===== src/rtl/pong_pkg.sv =====
// Shared types and default constants for the Pong game sequencer.
// Optional rally speed-up is enabled with the RALLY_SPEEDUP_EN macro.
package pong_pkg;

    typedef enum logic [2:0] {
        ST_IDLE  = 3'd0,
        ST_SERVE = 3'd1,
        ST_PLAY  = 3'd2,
        ST_POINT = 3'd3,
        ST_OVER  = 3'd4
    } state_e;

    typedef enum logic [1:0] {
        WIN_NONE = 2'b00,
        WIN_P1   = 2'b01,
        WIN_P2   = 2'b10
    } winner_e;

    localparam int DEF_WIN_SCORE    = 7;
    localparam int DEF_SERVE_FRAMES = 60;
    localparam int DEF_POINT_FRAMES = 90;
    localparam int DEF_SCORE_W      = 4;

endpackage


===== src/rtl/pong_game_ctrl_edge_sync.sv =====
// Optional 2-flop synchronizer followed by a one-cycle edge pulse.
// FALL selects falling-edge detection; SYNC adds the metastability flop.
module edge_sync #(
    parameter bit SYNC = 1'b1,
    parameter bit FALL = 1'b0
) (
    input  logic clk,
    input  logic reset,
    input  logic din,
    output logic pulse
);

    logic smp;
    logic cur_q;
    logic prev_q;

    if (SYNC) begin : g_sync
        logic meta_q;
        // First synchronizer stage for asynchronous inputs
        always_ff @(posedge clk) begin
            if (reset) meta_q <= 1'b0;
            else       meta_q <= din;
        end
        assign smp = meta_q;
    end else begin : g_direct
        assign smp = din;
    end

    // Current sample and previous-sample history for edge detection
    always_ff @(posedge clk) begin
        if (reset) begin
            cur_q  <= 1'b0;
            prev_q <= 1'b0;
        end else begin
            cur_q  <= smp;
            prev_q <= cur_q;
        end
    end

    assign pulse = FALL ? (prev_q & ~cur_q) : (cur_q & ~prev_q);

endmodule


===== src/rtl/pong_game_ctrl.sv =====
// Pong match sequencer: idle, serve countdown, rally, point pause, game over.
// Define RALLY_SPEEDUP_EN to enable paddle-hit driven speed levels.
module pong_game_ctrl
    import pong_pkg::*;
#(
    parameter int WIN_SCORE    = DEF_WIN_SCORE,
    parameter int SERVE_FRAMES = DEF_SERVE_FRAMES,
    parameter int POINT_FRAMES = DEF_POINT_FRAMES,
    parameter int SCORE_W      = DEF_SCORE_W
) (
    input  logic               clk,
    input  logic               reset,
    input  logic               vsync,
    input  logic               start_btn,
    input  logic               p1score,
    input  logic               p2score,
    input  logic               paddle_hit,
    output logic               ball_en,
    output logic               ball_serve,
    output logic               serve_dir,
    output logic [SCORE_W-1:0] p1_points,
    output logic [SCORE_W-1:0] p2_points,
    output logic [1:0]         winner,
    output logic [2:0]         game_state,
    output logic [1:0]         speed_level
);

    localparam int MAX_FR = (SERVE_FRAMES > POINT_FRAMES) ?
                            SERVE_FRAMES : POINT_FRAMES;
    localparam int CNT_W  = $clog2(MAX_FR + 1);

    localparam logic [CNT_W-1:0]   SERVE_LAST = CNT_W'(SERVE_FRAMES - 1);
    localparam logic [CNT_W-1:0]   POINT_LAST = CNT_W'(POINT_FRAMES - 1);
    localparam logic [SCORE_W-1:0] WIN_VAL    = SCORE_W'(WIN_SCORE);

    logic frame_tick;
    logic start_evt;
    logic p1_evt;
    logic p2_evt;

    edge_sync #(.SYNC(1'b1), .FALL(1'b0)) u_start (
        .clk(clk), .reset(reset), .din(start_btn), .pulse(start_evt)
    );
    edge_sync #(.SYNC(1'b0), .FALL(1'b1)) u_vsync (
        .clk(clk), .reset(reset), .din(vsync), .pulse(frame_tick)
    );
    edge_sync #(.SYNC(1'b0), .FALL(1'b0)) u_p1 (
        .clk(clk), .reset(reset), .din(p1score), .pulse(p1_evt)
    );
    edge_sync #(.SYNC(1'b0), .FALL(1'b0)) u_p2 (
        .clk(clk), .reset(reset), .din(p2score), .pulse(p2_evt)
    );

    state_e             state_q, state_d;
    logic [CNT_W-1:0]   cnt_q, cnt_d;
    logic [SCORE_W-1:0] p1_q, p1_d;
    logic [SCORE_W-1:0] p2_q, p2_d;
    winner_e            win_q, win_d;
    logic               dir_q, dir_d;
    logic               en_q, en_d;
    logic               serve_q, serve_d;

    // Next-state and next-output computation for the match sequencer
    always_comb begin
        state_d = state_q;
        cnt_d   = cnt_q;
        p1_d    = p1_q;
        p2_d    = p2_q;
        win_d   = win_q;
        dir_d   = dir_q;
        serve_d = 1'b0;
        case (state_q)
            ST_IDLE, ST_OVER: begin
                if (start_evt) begin
                    p1_d    = '0;
                    p2_d    = '0;
                    win_d   = WIN_NONE;
                    dir_d   = 1'b0;
                    cnt_d   = '0;
                    state_d = ST_SERVE;
                end
            end
            ST_SERVE: begin
                if (frame_tick) begin
                    if (cnt_q == SERVE_LAST) begin
                        cnt_d   = '0;
                        serve_d = 1'b1;
                        state_d = ST_PLAY;
                    end else begin
                        cnt_d = cnt_q + 1'b1;
                    end
                end
            end
            ST_PLAY: begin
                if (p1_evt && !p2_evt) begin
                    p1_d  = p1_q + 1'b1;
                    dir_d = 1'b1;
                    if (p1_d == WIN_VAL) begin
                        win_d   = WIN_P1;
                        state_d = ST_OVER;
                    end else begin
                        state_d = ST_POINT;
                    end
                end else if (p2_evt && !p1_evt) begin
                    p2_d  = p2_q + 1'b1;
                    dir_d = 1'b0;
                    if (p2_d == WIN_VAL) begin
                        win_d   = WIN_P2;
                        state_d = ST_OVER;
                    end else begin
                        state_d = ST_POINT;
                    end
                end
            end
            ST_POINT: begin
                if (frame_tick) begin
                    if (cnt_q == POINT_LAST) begin
                        cnt_d   = '0;
                        state_d = ST_SERVE;
                    end else begin
                        cnt_d = cnt_q + 1'b1;
                    end
                end
            end
            default: begin
                cnt_d   = '0;
                state_d = ST_IDLE;
            end
        endcase
        en_d = (state_d == ST_PLAY);
    end

    // Sequencer state and registered outputs
    always_ff @(posedge clk) begin
        if (reset) begin
            state_q <= ST_IDLE;
            cnt_q   <= '0;
            p1_q    <= '0;
            p2_q    <= '0;
            win_q   <= WIN_NONE;
            dir_q   <= 1'b0;
            en_q    <= 1'b0;
            serve_q <= 1'b0;
        end else begin
            state_q <= state_d;
            cnt_q   <= cnt_d;
            p1_q    <= p1_d;
            p2_q    <= p2_d;
            win_q   <= win_d;
            dir_q   <= dir_d;
            en_q    <= en_d;
            serve_q <= serve_d;
        end
    end

`ifdef RALLY_SPEEDUP_EN
    logic [3:0] rally_q, rally_d;

    // Rally hit counter, restarted at every serve countdown
    always_comb begin
        rally_d = rally_q;
        if (state_d == ST_SERVE && state_q != ST_SERVE) begin
            rally_d = '0;
        end else if (state_q == ST_PLAY && paddle_hit &&
                     rally_q != 4'd15) begin
            rally_d = rally_q + 1'b1;
        end
    end

    // Rally counter register
    always_ff @(posedge clk) begin
        if (reset) rally_q <= '0;
        else       rally_q <= rally_d;
    end

    assign speed_level = rally_q[3:2];
`else
    logic unused_paddle_hit;
    assign unused_paddle_hit = paddle_hit;
    assign speed_level       = 2'b00;
`endif

    assign ball_en    = en_q;
    assign ball_serve = serve_q;
    assign serve_dir  = dir_q;
    assign p1_points  = p1_q;
    assign p2_points  = p2_q;
    assign winner     = win_q;
    assign game_state = state_q;

endmodule


===== config.mk =====
export PLATFORM = sky130hd
export DESIGN_NAME = pong_game_ctrl
export DESIGN_NICKNAME = d
export VERILOG_FILES = /design/src/rtl/pong_pkg.sv /design/src/rtl/pong_game_ctrl_edge_sync.sv /design/src/rtl/pong_game_ctrl.sv
export SDC_FILE = /design/constraint.sdc
export NUM_CORES = 1
export LEC_CHECK = 0
export CAP_MARGIN = 20
export CORE_ASPECT_RATIO = 0.5
export CORE_MARGIN = 5
export CORE_UTILIZATION = 25
export CTS_BUF_LIST = sky130_fd_sc_hd__clkbuf_2 sky130_fd_sc_hd__clkbuf_4 sky130_fd_sc_hd__clkbuf_8
export DETAILED_ROUTE_END_ITERATION = 8
export PLACE_DENSITY = 0.45
export SYNTH_ARGS = -nofsm -noshare
export SYNTH_HDL_FRONTEND = slang
export SYNTH_SLANG_ARGS = --single-unit

===== constraint.sdc =====
create_clock -name clk -period 2.2 [get_ports clk]
set_input_delay 0.55 -clock clk [delete_from_list [all_inputs] [get_ports clk]]
set_output_delay 0.55 -clock clk [all_outputs]
set_load 0.02 [all_outputs]

Yosys cells after proc, flatten, opt, wreduce, memory -nomap -nowiden. Index checks and enable logic that the tools add are counted. Widths: inputs -> output; s select.

Flip-flop bits (word level): 32. Output and inout port bits: 18.

Multiplexer cells: 33. $add $sub $neg: 3. Bitwise gates (word level): 11. Reductions and logical operators: 13. Eq/ne operators: 18.

Operators by type and width (number): $mux 7 (5); $pmux 7 s4 (1); $mux 3 (9); $mux 4 (4); $pmux 4 s2 (2); $ne 2x2->1 const B (6); $pmux 3 s4 (1); $mux 2 (5); $eq 3x2->1 const B (3); $ne 3x3->1 const B (3); $add 4x1->4 const B (2); $eq 4x3->1 const B (2); $reduce_and 4->1 (2); $add 7x1->7 const B (1); $eq 7x6->1 const B (1); $eq 7x7->1 const B (1); $not 1->1 (7); $reduce_and 3->1 (2); $reduce_and 5->1 (1); $and 1x1->1 (4); $mux 1 (4); $pmux 2 s2 (1); $eq 3x1->1 const B (1); $eq 3x3->1 const B (1); other kinds (7) (9).

Longest topological paths before layout.
Word-level depth: 8. Mapped depth: 7. Depth with buffers taken out: 7.

Cells and area by module. From an unflattened synthesis, not the netlist that was laid out.

Cell total of the unflattened synthesis: 194. Area total of the unflattened synthesis: 1706.6 um2.

Modules (own cells, without submodules): pong_game_ctrl (sequential area each 460.4 um2, cells an instance 172, area an instance 1435.1 um2, instances 1); edge_sync at u_p1 ... (sequential area each 40.0 um2, cells an instance 5, area an instance 61.3 um2, instances 3); edge_sync at u_start (sequential area each 60.1 um2, cells an instance 7, area an instance 87.6 um2, instances 1).

Worst setup path before layout. No wires, ideal clock.

Kind: reg-to-reg. Start: reg p2_q[0] (netlist: p2_points[0]). End: reg en_q (netlist: ball_en). Stages on the path, launching flop included: 7. Data required time: 2120 ps. Slack: 418 ps. Path buffers: 0. Data arrival time: 1703 ps. Period minus slack after synthesis: 1782 ps. Path through: dfxtp_1 > ha_1 > nor4bb_1 > a41oi_1 > a221oi_1 > and2_1 > nor3b_1.

Longest elaborated chain between the ends: 7.

RTL lines: from (decl) (RTL line pong_game_ctrl.sv:57) `logic [SCORE_W-1:0] p2_q, p2_d;`; from (signal assigned) (RTL line pong_game_ctrl.sv:148) `p2_q <= p2_d;`; $add 4x1->4 (RTL line pong_game_ctrl.sv:105) `p2_d = p2_q + 1'b1;`; $eq 4x3->1 (RTL line pong_game_ctrl.sv:107) `if (p2_d == WIN_VAL) begin`; $mux 3 (RTL line pong_game_ctrl.sv:107); $mux 3 (RTL line pong_game_ctrl.sv:104) `end else if (p2_evt && !p1_evt) begin`; $mux 3 (RTL line pong_game_ctrl.sv:95) `if (p1_evt && !p2_evt) begin`; $pmux 3 s4 (RTL line pong_game_ctrl.sv:72) `case (state_q)`; $eq 3x2->1 (RTL line pong_game_ctrl.sv:130) `en_d = (state_d == ST_PLAY);`; to (signal assigned) (RTL line pong_game_ctrl.sv:151) `en_q <= en_d;`; to (decl) (RTL line pong_game_ctrl.sv:60) `logic en_q, en_d;`.

Every way passes these cells. A chain may end at the register's enable or synchronous reset.

Final worst setup path.
Start: reg state_q[0] (netlist: game_state[0]). End: out game_state[0].

RTL lines: from (decl) (RTL line pong_game_ctrl.sv:54) `state_e state_q, state_d;`; from (signal assigned) (RTL line pong_game_ctrl.sv:145) `state_q <= state_d;`; to (decl) (RTL line pong_game_ctrl.sv:24) `output logic [2:0] game_state,`.

No word-level cell between the ends.

==> run_results.csv <==
group,metric,value,unit
outcome,status,"complete, no violations",
sta,final.min_clock_period,2.01,ns
synth,synth.distinct_cells,50,
synth,synth-edff-count,0,
placement,gp_congestion,0.709,
pwr,p_leak,0.000744,uW
floorplan,die_w,127,microns
worst_setup_path,cp_max_fo,9,
pwr,clockPowerShare,47.6,%
synth,synth_top_area_share,37.8,%
sta,finalSetupTns,0,ns
synth,syn_avg_cell_area,8.57,sq um
pwr,comb_power_share,6.0,%
drt,ant_nets,0,
layout,syn2layout_area_growth,26.1,%
pwr,powerDensity,598,nW/um^2
drt,vias_per_cell,4.52,
pwr,switching_share,20.3,%
layout,final_cell_mix,"32 x dfxtp_1, 23 x nand2_1, 21 x clkdlybuf4s50_1, 19 x nor2_1, 16 x nor2b_1",
drt,wl_per_cell,12.3,microns
layout,layout_commonest_cell,"dfxtp_1",
worst_setup_path,crit_chain,"clkdlybuf4s50_1",
synth,syn-instance-count,198,
synth,synth-seq-cells,32,
worst_setup_path,start_kind,"register",
worst_setup_path,endpoint_kind,"primary output",
clock_tree,cts_root_buf,"clkbuf_8",
sta,finalHoldViolCount,0,
synth,synth_area_leaders,"dfxtp_1 38%, ha_1 5.9%, nor2b_1 5.9%, nand2_1 5.1%, nor2_1 4.2%",
clock_tree,cts_sinks,32,
sta,skew,0.00715,ns
clock_tree,clkLatencyLatePin,0.28,ns
drt,dr.pass1.iters,4,
clock_tree,cts_resized,0,
clock_tree,cts.path.max_buffers,2,
synth,yosysWarnings,0,
floorplan,ioPinCount,25,
floorplan,rows,21,
clock_tree,cts_setup_buffers,0,
sta,rsz0062_at_grt,"no",
synth,syn_area,1700,sq um
sta,fmax,498,MHz
layout,drive_gt1_share,9.82,%
pwr,p_switching,260,uW
placement,port_buffers,21,
drt,initialDrtViolationCount,76,
floorplan,initial_core_util,25.5,%
clock_tree,cts_tree,"yes",
clock_tree,cts_buffers,5,
run,maxCapViolCount,0,
drt,wl,3880,microns
pwr,finalPower,1280,uW
sta,period_share,91.2,%
sta,setup-violations-final,0,
grt,grt_usage,9.99,%
grt,antenna_found_initial,0,
clock_tree,h-tree-depth,2,
layout,nets,238,
grt,overflow,0,
synth,synth-main-ff-cell,"dfxtp_1",
floorplan,design.die.area,8630,sq um
placement,place_hpwl,2860,microns
grt,first_global_vias,1438,
clock_tree,path_clk_slew,0.06,ns
drt,vias,1429,
drt,drc,0,
worst_setup_path,slowest_stage,"clkdlybuf4s50_1",
grt,grt_pass1_wl,6870,microns
clock_tree,cts_hold_buf,0,
floorplan,core,6650,sq um
worst_setup_path,arrival,1.46,ns
sta,slew_viol_final,0,
worst_setup_path,cpLargestDelayFamily,"buffers and inverters",
synth,yosysTopAreaCell,"dfxtp_1",
synth,seq_area_frac_synth,37.8,%
floorplan,die_y,68.3,microns
worst_setup_path,crit_required,1.65,ns
layout,num_antenna_cells,0,
pwr,p_int,1020,uW
worst_hold_path,min_path_type,"register to register",
worst_setup_path,cpPeakStageDelay,0.67,ns
worst_setup_path,worstSetupPathType,"register to primary output",
sta,worstMarginPinSlew,0.593,ns
synth,async_reset_ff_share,0,%
worst_setup_path,crit_buf_inv,1,
pwr,irDropWorstVdd,0.000219,V
grt,grt_max_degree,18,
pwr,seq_power_share,46.4,%
sta,max_slew_margin,60.5,%
[stage by stage]
step                      util [%]  cell area (sq um)  hold WS (ns)  setup slack (ns)  instances
final                         32.2               2140         0.461             0.193        316
after global routing          32.2               2140         0.470            0.0838        316
after CTS                     32.2               2140         0.467             0.178        316
after detailed placement      30.3               2010         0.449             0.302        308
after global placement        30.3               2010         0.422             0.347        308
after floorplan                  -               1700         0.414             0.418        199
[registers in the layout, summed over array words and instances, names as in the netlist]
register / cells
u_p1.cur_q: 1
p1_points: 4
u_start.cur_q: 1
winner: 2
u_p2.cur_q: 1
ball_en: 1
cnt_q: 7
ball_serve: 1
p2_points: 4
u_start.prev_q: 1
serve_dir: 1
u_vsync.prev_q: 1
game_state: 3
u_start.g_sync.meta_q: 1
u_p1.prev_q: 1
u_p2.prev_q: 1
u_vsync.cur_q: 1
[power by group through the flow]
stage / sequential (uW) / combinational [uW] / clock [uW]
2_1_floorplan: 607 / 53.4 / 0
3_3_place_gp: 607 / 77.2 / 0
3_5_place_dp: 607 / 78.2 / 0
4_1_cts: 594 / 78.1 / 633
5_1_grt: 595 / 86.2 / 666
6_report: 594 / 76.5 / 609
[area by class of cell]
cell class / instances / area, sq um
clock buffer: 7 / 96.3
clock inverter: 1 / 30.0
fill: 711 / 4510
inverter: 7 / 26.3
multi-input combinational: 153 / 998
sequential: 32 / 641
tap: 92 / 115
timing repair buffer: 24 / 233
[routing by layer]
metal | vias up | wire length, microns | GRT usage (%)
met5 | - | 0 | 0
met4 | 0 | 53 | 3.61
met3 | 4 | 104 | 2.42
met2 | 20 | 1780 | 17.3
li1 | 746 | - | -
met1 | 659 | 1940 | 12.3
[path summary, 6_finish.rpt]
path,start,slack (ns),cells after the start,to
worst min-delay path,u_start.g_sync.meta_q$_SDFF_PP0_,0.46,1,u_start.cur_q$_SDFF_PP0_
worst max-delay path,game_state[0]$_SDFF_PP0_,0.19,1,game_state[0]
worst max register to register,p2_points[0]$_SDFFE_PP0P_,0.31,6,ball_en$_SDFF_PP0_
worst min register to register,u_start.g_sync.meta_q$_SDFF_PP0_,0.46,1,u_start.cur_q$_SDFF_PP0_
[logic make-up (layout without fill, tap and decap cells)]
logic type | count (synthesis) | in the layout | share of synthesized area [%]
AO/OA/AOI/OAI | 43 | 43 | 18.5
adder cells (fa/ha/maj) | 8 | 8 | 5.90
buffers and inverters | 14 | 39 | 3.61
flip-flops | 32 | 32 | 37.8
multiplexers | 1 | 1 | 0.590
other | 1 | 2 | 0.221
AND/OR/NAND/NOR | 99 | 99 | 33.4
[cells in the mapped netlist, types with 2 or more instances]
cell       instances
a21oi_1           14
a22oi_1            2
a311oi_1           4
a31oi_1            4
and2_1             3
and3_1             2
buf_4              2
clkbuf_1           4
dfxtp_1           32
ha_1               8
inv_1              7
nand2_1           23
nand2b_1           4
nand3_1            5
nand3b_1           3
nand4b_1           3
nand4bb_1          2
nor2_1            19
nor2b_1           16
nor3_1             4
nor3b_1            3
nor3b_2            3
nor4_1             2
o21ai_0            2
o21ai_1            2
Note: power is estimated with default switching activity, not from simulation.
